[config.mk]
export PLATFORM = sky130hd
export DESIGN_NAME = ov5640_init_seq
export DESIGN_NICKNAME = d
export VERILOG_FILES = /design/src/rtl/ov5640_pkg.sv /design/src/rtl/ov5640_delay_cnt.sv /design/src/rtl/ov5640_init_seq.sv
export SDC_FILE = /design/constraint.sdc
export NUM_CORES = 1
export LEC_CHECK = 0
export CORE_UTILIZATION = 51
export DETAILED_ROUTE_END_ITERATION = 16
export MAX_ROUTING_LAYER = met4
export PLACE_DENSITY = 0.82
export SLEW_MARGIN = 25
export SYNTH_ARGS = -nofsm -noshare
export SYNTH_HDL_FRONTEND = slang
export SYNTH_SLANG_ARGS = --single-unit
[constraint.sdc]
create_clock -name clk -period 3.2 [get_ports clk]
set_clock_uncertainty 0.1 [all_clocks]
set_input_delay 0.64 -clock clk [delete_from_list [all_inputs] [get_ports clk]]
set_output_delay 0.64 -clock clk [all_outputs]
set_load 0.005 [all_outputs]
[src/rtl/ov5640_pkg.sv]
// Shared types and constants for the OV5640 register-table init sequencer.
package ov5640_pkg;

  localparam logic [15:0] SOFTRST_REG = 16'h3008;

  typedef enum logic [3:0] {
    ST_IDLE,
    ST_PWR_WAIT,
    ST_FETCH,
    ST_ROM_WAIT,
    ST_LATCH,
    ST_ISSUE,
    ST_RETRY_GAP,
    ST_CHECK,
    ST_SR_WAIT,
    ST_DONE,
    ST_ERROR
  } state_t;

  function automatic int unsigned cycles_per_us(input int unsigned clk_freq);
    return clk_freq / 1_000_000;
  endfunction

endpackage

[src/rtl/ov5640_delay_cnt.sv]
// Loadable down-counter; o_done is high while the count sits at zero.
module ov5640_delay_cnt #(
  parameter int W = 16
) (
  input  logic         clk,
  input  logic         reset,
  input  logic         i_load,
  input  logic [W-1:0] i_load_val,
  output logic         o_done
);

  logic [W-1:0] r_cnt;

  always_ff @(posedge clk or posedge reset) begin
    if (reset) begin
      r_cnt <= '0;
    end else if (i_load) begin
      r_cnt <= i_load_val;
    end else if (r_cnt != '0) begin
      r_cnt <= r_cnt - W'(1);
    end
  end

  assign o_done = (r_cnt == '0);

endmodule

[src/rtl/ov5640_init_seq.sv]
// Walks the OV5640 init table, issuing each entry to the SCCB master with
// power-up / soft-reset settle delays and bounded retries on write errors.
module ov5640_init_seq
  import ov5640_pkg::*;
#(
  parameter int          CMD_NUM    = 86,
  parameter int          ADDR_WIDTH = 8,
  parameter int          DATA_WIDTH = 24,
  parameter int unsigned CLK_FREQ   = 50_000_000,
  parameter int unsigned POWERUP_US = 20000,
  parameter int unsigned SOFTRST_US = 5000,
  parameter int          MAX_RETRY  = 3
) (
  input  logic                  clk,
  input  logic                  reset,
  input  logic                  i_start,
  output logic [ADDR_WIDTH-1:0] o_rom_addr,
  input  logic [DATA_WIDTH-1:0] i_rom_q,
  output logic                  o_wr_req,
  output logic [15:0]           o_wr_addr,
  output logic [7:0]            o_wr_data,
  input  logic                  i_wr_done,
  input  logic                  i_wr_err,
  output logic                  o_init_busy,
  output logic                  o_init_done,
  output logic                  o_init_error,
  output logic [ADDR_WIDTH-1:0] o_cmd_index
);

  localparam int unsigned CPU     = cycles_per_us(CLK_FREQ);
  localparam int unsigned PWR_CYC = POWERUP_US * CPU;
  localparam int unsigned SR_CYC  = SOFTRST_US * CPU;
  localparam int unsigned MAX_CYC = (PWR_CYC > SR_CYC) ? PWR_CYC : SR_CYC;
  localparam int          CNT_W   = $clog2(MAX_CYC) + 1;
  localparam int          RTY_W   = (MAX_RETRY < 1) ? 1 : $clog2(MAX_RETRY + 1);

  // Counter counts down to zero inclusive, so load N-1 for an N-cycle wait.
  localparam logic [CNT_W-1:0] PWR_LOAD = CNT_W'((PWR_CYC == 0) ? 0 : PWR_CYC - 1);
  localparam logic [CNT_W-1:0] SR_LOAD  = CNT_W'((SR_CYC == 0) ? 0 : SR_CYC - 1);
  localparam logic [RTY_W-1:0] RTY_MAX  = RTY_W'(MAX_RETRY);
  localparam logic [ADDR_WIDTH-1:0] LAST_IDX = ADDR_WIDTH'(CMD_NUM - 1);

  state_t                  r_state;
  state_t                  w_state_next;
  logic                    r_start_q;
  logic                    r_start_d;
  logic [ADDR_WIDTH-1:0]   r_cmd_index;
  logic [ADDR_WIDTH-1:0]   r_rom_addr;
  logic [RTY_W-1:0]        r_retry;
  logic [15:0]             r_wr_addr;
  logic [7:0]              r_wr_data;
  logic                    w_start_rise;
  logic                    w_is_sr;
  logic                    w_last;
  logic                    w_load;
  logic [CNT_W-1:0]        w_load_val;
  logic                    w_cnt_done;

  assign w_start_rise = r_start_q & ~r_start_d;
  assign w_is_sr      = (r_wr_addr == SOFTRST_REG) & r_wr_data[7];
  assign w_last       = (r_cmd_index == LAST_IDX);

  ov5640_delay_cnt #(.W(CNT_W)) u_delay (
    .clk        (clk),
    .reset      (reset),
    .i_load     (w_load),
    .i_load_val (w_load_val),
    .o_done     (w_cnt_done)
  );

  always_ff @(posedge clk or posedge reset) begin
    if (reset) begin
      r_state <= ST_IDLE;
    end else begin
      r_state <= w_state_next;
    end
  end

  always_comb begin
    w_state_next = r_state;
    w_load       = 1'b0;
    w_load_val   = '0;
    case (r_state)
      ST_IDLE, ST_DONE, ST_ERROR: begin
        if (w_start_rise) begin
          w_state_next = ST_PWR_WAIT;
          w_load       = 1'b1;
          w_load_val   = PWR_LOAD;
        end
      end
      ST_PWR_WAIT:  if (w_cnt_done) w_state_next = ST_FETCH;
      ST_FETCH:     w_state_next = ST_ROM_WAIT;
      ST_ROM_WAIT:  w_state_next = ST_LATCH;
      ST_LATCH:     w_state_next = ST_ISSUE;
      ST_ISSUE: begin
        // Error wins when both responses arrive together.
        if (i_wr_err) begin
          w_state_next = (r_retry == RTY_MAX) ? ST_ERROR : ST_RETRY_GAP;
        end else if (i_wr_done) begin
          w_state_next = ST_CHECK;
        end
      end
      ST_RETRY_GAP: w_state_next = ST_ISSUE;
      ST_CHECK: begin
        if (w_is_sr) begin
          w_state_next = ST_SR_WAIT;
          w_load       = 1'b1;
          w_load_val   = SR_LOAD;
        end else begin
          w_state_next = w_last ? ST_DONE : ST_FETCH;
        end
      end
      ST_SR_WAIT: if (w_cnt_done) w_state_next = w_last ? ST_DONE : ST_FETCH;
      default:    w_state_next = ST_IDLE;
    endcase
  end

  always_ff @(posedge clk or posedge reset) begin
    if (reset) begin
      r_start_q   <= 1'b0;
      r_start_d   <= 1'b0;
      r_cmd_index <= '0;
      r_rom_addr  <= '0;
      r_retry     <= '0;
      r_wr_addr   <= '0;
      r_wr_data   <= '0;
    end else begin
      r_start_q <= i_start;
      r_start_d <= r_start_q;
      if (w_state_next == ST_PWR_WAIT && r_state != ST_PWR_WAIT) begin
        r_cmd_index <= '0;
        r_retry     <= '0;
      end
      if (r_state == ST_FETCH) begin
        r_rom_addr <= r_cmd_index;
      end
      if (r_state == ST_LATCH) begin
        r_wr_addr <= i_rom_q[23:8];
        r_wr_data <= i_rom_q[7:0];
      end
      if (r_state == ST_ISSUE && i_wr_err && r_retry != RTY_MAX) begin
        r_retry <= r_retry + RTY_W'(1);
      end
      if ((r_state == ST_CHECK || r_state == ST_SR_WAIT) && w_state_next == ST_FETCH) begin
        r_cmd_index <= r_cmd_index + ADDR_WIDTH'(1);
        r_retry     <= '0;
      end
    end
  end

  assign o_rom_addr   = r_rom_addr;
  assign o_wr_req     = (r_state == ST_ISSUE);
  assign o_wr_addr    = r_wr_addr;
  assign o_wr_data    = r_wr_data;
  assign o_cmd_index  = r_cmd_index;
  assign o_init_done  = (r_state == ST_DONE);
  assign o_init_error = (r_state == ST_ERROR);
  assign o_init_busy  = !(r_state == ST_IDLE || r_state == ST_DONE || r_state == ST_ERROR);

endmodule

==> run metrics <==
status finished with violations; violated checks DRC; Clock Tree Root clkbuf_8; worst slew pin tran between 0.6 and 0.7 ns; fin cells around 480; f_max ~0.35 GHz; sequential fraction of the synthesis area ~49%; Worst-Skew Late Latency ~0.35 ns; Synth Flop Type dfrtp_1; hold_buf cts 0; DP HPWL roughly 5500 um; nets@finish roughly 430; Final min period 2.84 ns; XOR/XNOR Fraction of Synth Area 4.26%; reg2reg path depth 8; commonest cells after routing, fill and taps aside clkdlybuf4s50_1 (72), dfrtp_1 (69), mux2_2 (32); Final period util approximately nine tenths; CTS tree yes; Slew Limit Fails 0; routability cong. just under 0.9; GR Layer Usage met3 approximately 4.8%; CP Class reg2out; Starting Density a little over half; Max IR drop VDD 0.000425 V; complex-gate fraction of the synthesized area just over 10%; total core area 6490 um2; final setup vio count 0; Iter 0 DRT Violations 180; Routed WL per cell 16.6 um; startpoint types register; hold_ws slightly below 0.3 ns; total CTS buffers 9; Via Count ~2800; initial antenna violation count 0; Yosys cell types 59; FP Rows 29; Setup TNS 0 ns; met2 global-route usage a little under two fifths; FFs w/ async S/R, synth 100%; P_leak ~1.9 nW; Post-Syn Area approximately 3500 um2; CTS resizes 0; WL final roughly 7900 um; CP max stage cell dfrtp_1; syn avg cell area roughly 11 um2; final hold vios 0; pwr/cell area a little under 800 nW/um2; drt pass-1 iters 10; Worst EP required roughly 2.5 ns; most common cell after layout, fill and taps aside clkdlybuf4s50_1; CTS Buffer Depth 2; I/O pins 73; Worst Path Arrival 2.10 ns; Hold Crit Class reg2reg; Reg clk slew, reported paths 0.07 ns; Synth Area in Adders 1.43%; vias in the first global route between 2000 and 3000; post-synthesis mux area share ~11%; die height between 80 and 90 um; slowest stage delay, CP approximately 0.5 ns; first-pass GRT wire length between 10000 and 15000 um; area delta synth->final 27.9%; DRC 3; grt met1 use roughly a third; CP most frequent cell inv_1; number of synthesized flops with an enable pin 0; crit path to o_init_busy; antenna diode count 0; worst r2r src u_delay.r_cnt[0]; crit path launch r_state[0]; Synth warnings 0; Mapped Cells 316; relative slew slack slightly below 60%; Yosys reg bits 69; CP cell instances inv_1, or3_1, a21oi_1, inv_1, clkdlybuf4s50_1; max-cap violations 0; syn nets roughly 350; busiest grt layer met2; placed insts between 400 and 500; DIE WIDTH between 80 and 90 um; CTS H-tree lvls 3; Setup crit end kind output port; setup bufs post-CTS 0; worst-path fanout max 9; Simple-Gate Fraction of Synth Area between 20% and 30%; RSZ-0062 raised after global routing false; Total GRT Usage approximately a quarter; clk sinks between 60 and 70; # port buffers between 70 and 80; fill count 492; Die ar. about 7000 um2; grt ovf 0; RR Endpoint o_cmd_index[5]; layout cell share with drive strength beyond 1 between 15 and 20%; main combinational cell family by area after synthesis simple AND/OR/NAND/NOR gates; Detail Route Antenna Nets 0; largest net degree at the start of global routing 70; vias per cell 5.84; R2R Setup Slk 0.54 ns
## per-stage QoR
step	setup slack, ns	utilization (%)	power [mW]	area (um2)
2_1_floorplan	0.720	-	2.26	3500
4_1_cts	0.362	68.8	3.52	4470
3_5_place_dp	0.568	66.1	2.86	4290
6_report	0.363	68.8	3.49	4470
5_1_grt	0.271	68.8	3.72	4470
3_3_place_gp	0.662	66.1	2.80	4290
## report_power, final
group	internal (mW)	switching, mW	total, mW
registers	1.17	0.323	1.49
clock network	0.320	0.325	0.644
logic	0.807	0.551	1.36
## Yosys cell counts, drive strengths merged, types with 4 or more instances
cell type | n | share of area, %
a21oi | 10 | 1.4
and3 | 5 | 0.89
buf | 4 | 1.1
clkbuf | 5 | 0.82
dfrtp | 69 | 49
ha | 4 | 1.4
inv | 9 | 0.97
mux2 | 32 | 10
nand2 | 28 | 3.1
nand2b | 7 | 1.3
nand3 | 6 | 0.86
nor2 | 26 | 3.0
nor3 | 11 | 1.6
nor4 | 10 | 3.3
nor4b | 4 | 1.2
o21ai | 16 | 2.3
or3 | 6 | 1.1
xnor2 | 12 | 3.0
xor2 | 5 | 1.3
## registers in the layout (all words and copies together) (netlist names)
name / count
u_delay.r_cnt: 21
o_wr_addr: 16
o_cmd_index: 8
o_rom_addr: 8
o_wr_data: 8
r_state: 4
r_retry: 2
r_start_d: 1
r_start_q: 1
## cell type report
class | count | area (um2) | share of cell area (%)
clock buffers | 12 | 155 | 3.47
clock inverters | 4 | 22.5 | 0.504
inverters | 9 | 33.8 | 0.755
multi-input cells | 229 | 1670 | 37.4
flip-flops and latches | 69 | 1730 | 38.6
well taps | 77 | 96.3 | 2.15
repair buffers | 76 | 763 | 17.1
## critical path, delay by kind of cell, from the launching register on
family | cells | cell delay [ns]
AO/OA/AOI/OAI | 1 | 0.21
buffers and inverters | 3 | 0.65
flip-flops | 1 | 0.51
AND/OR/NAND/NOR | 1 | 0.38
## per-layer routing
layer  vias to the layer above  share of wire (%)
met5                         -                  0
met4                         0                2.5
met3                        16                5.3
met2                        89                 49
met1                      1372                 44
li1                       1305                  -
## worst min-delay path by stage
stage,startpoint,end,cells past startpoint
final,r_start_q,r_start_d,0
after global routing,r_start_q,r_start_d,0
after CTS,r_start_q,r_start_d,0
after detailed placement,r_start_q,r_start_d,0
after global placement,r_start_q,r_start_d,0
after floorplan,r_start_q,r_start_d,0
## kinds of logic (layout without fill, tap and decap cells)
group / count (synthesis) / count (layout)
muxes: 34 / 34
buffers and inverters: 18 / 101
AOI/OAI and AO/OA: 51 / 51
DFF: 69 / 69
and+or+nand+nor: 123 / 123
adders and majority gates: 4 / 4
xor gates and xnor gates: 17 / 17
No activity file was read; power rests on OpenSTA's default activity.
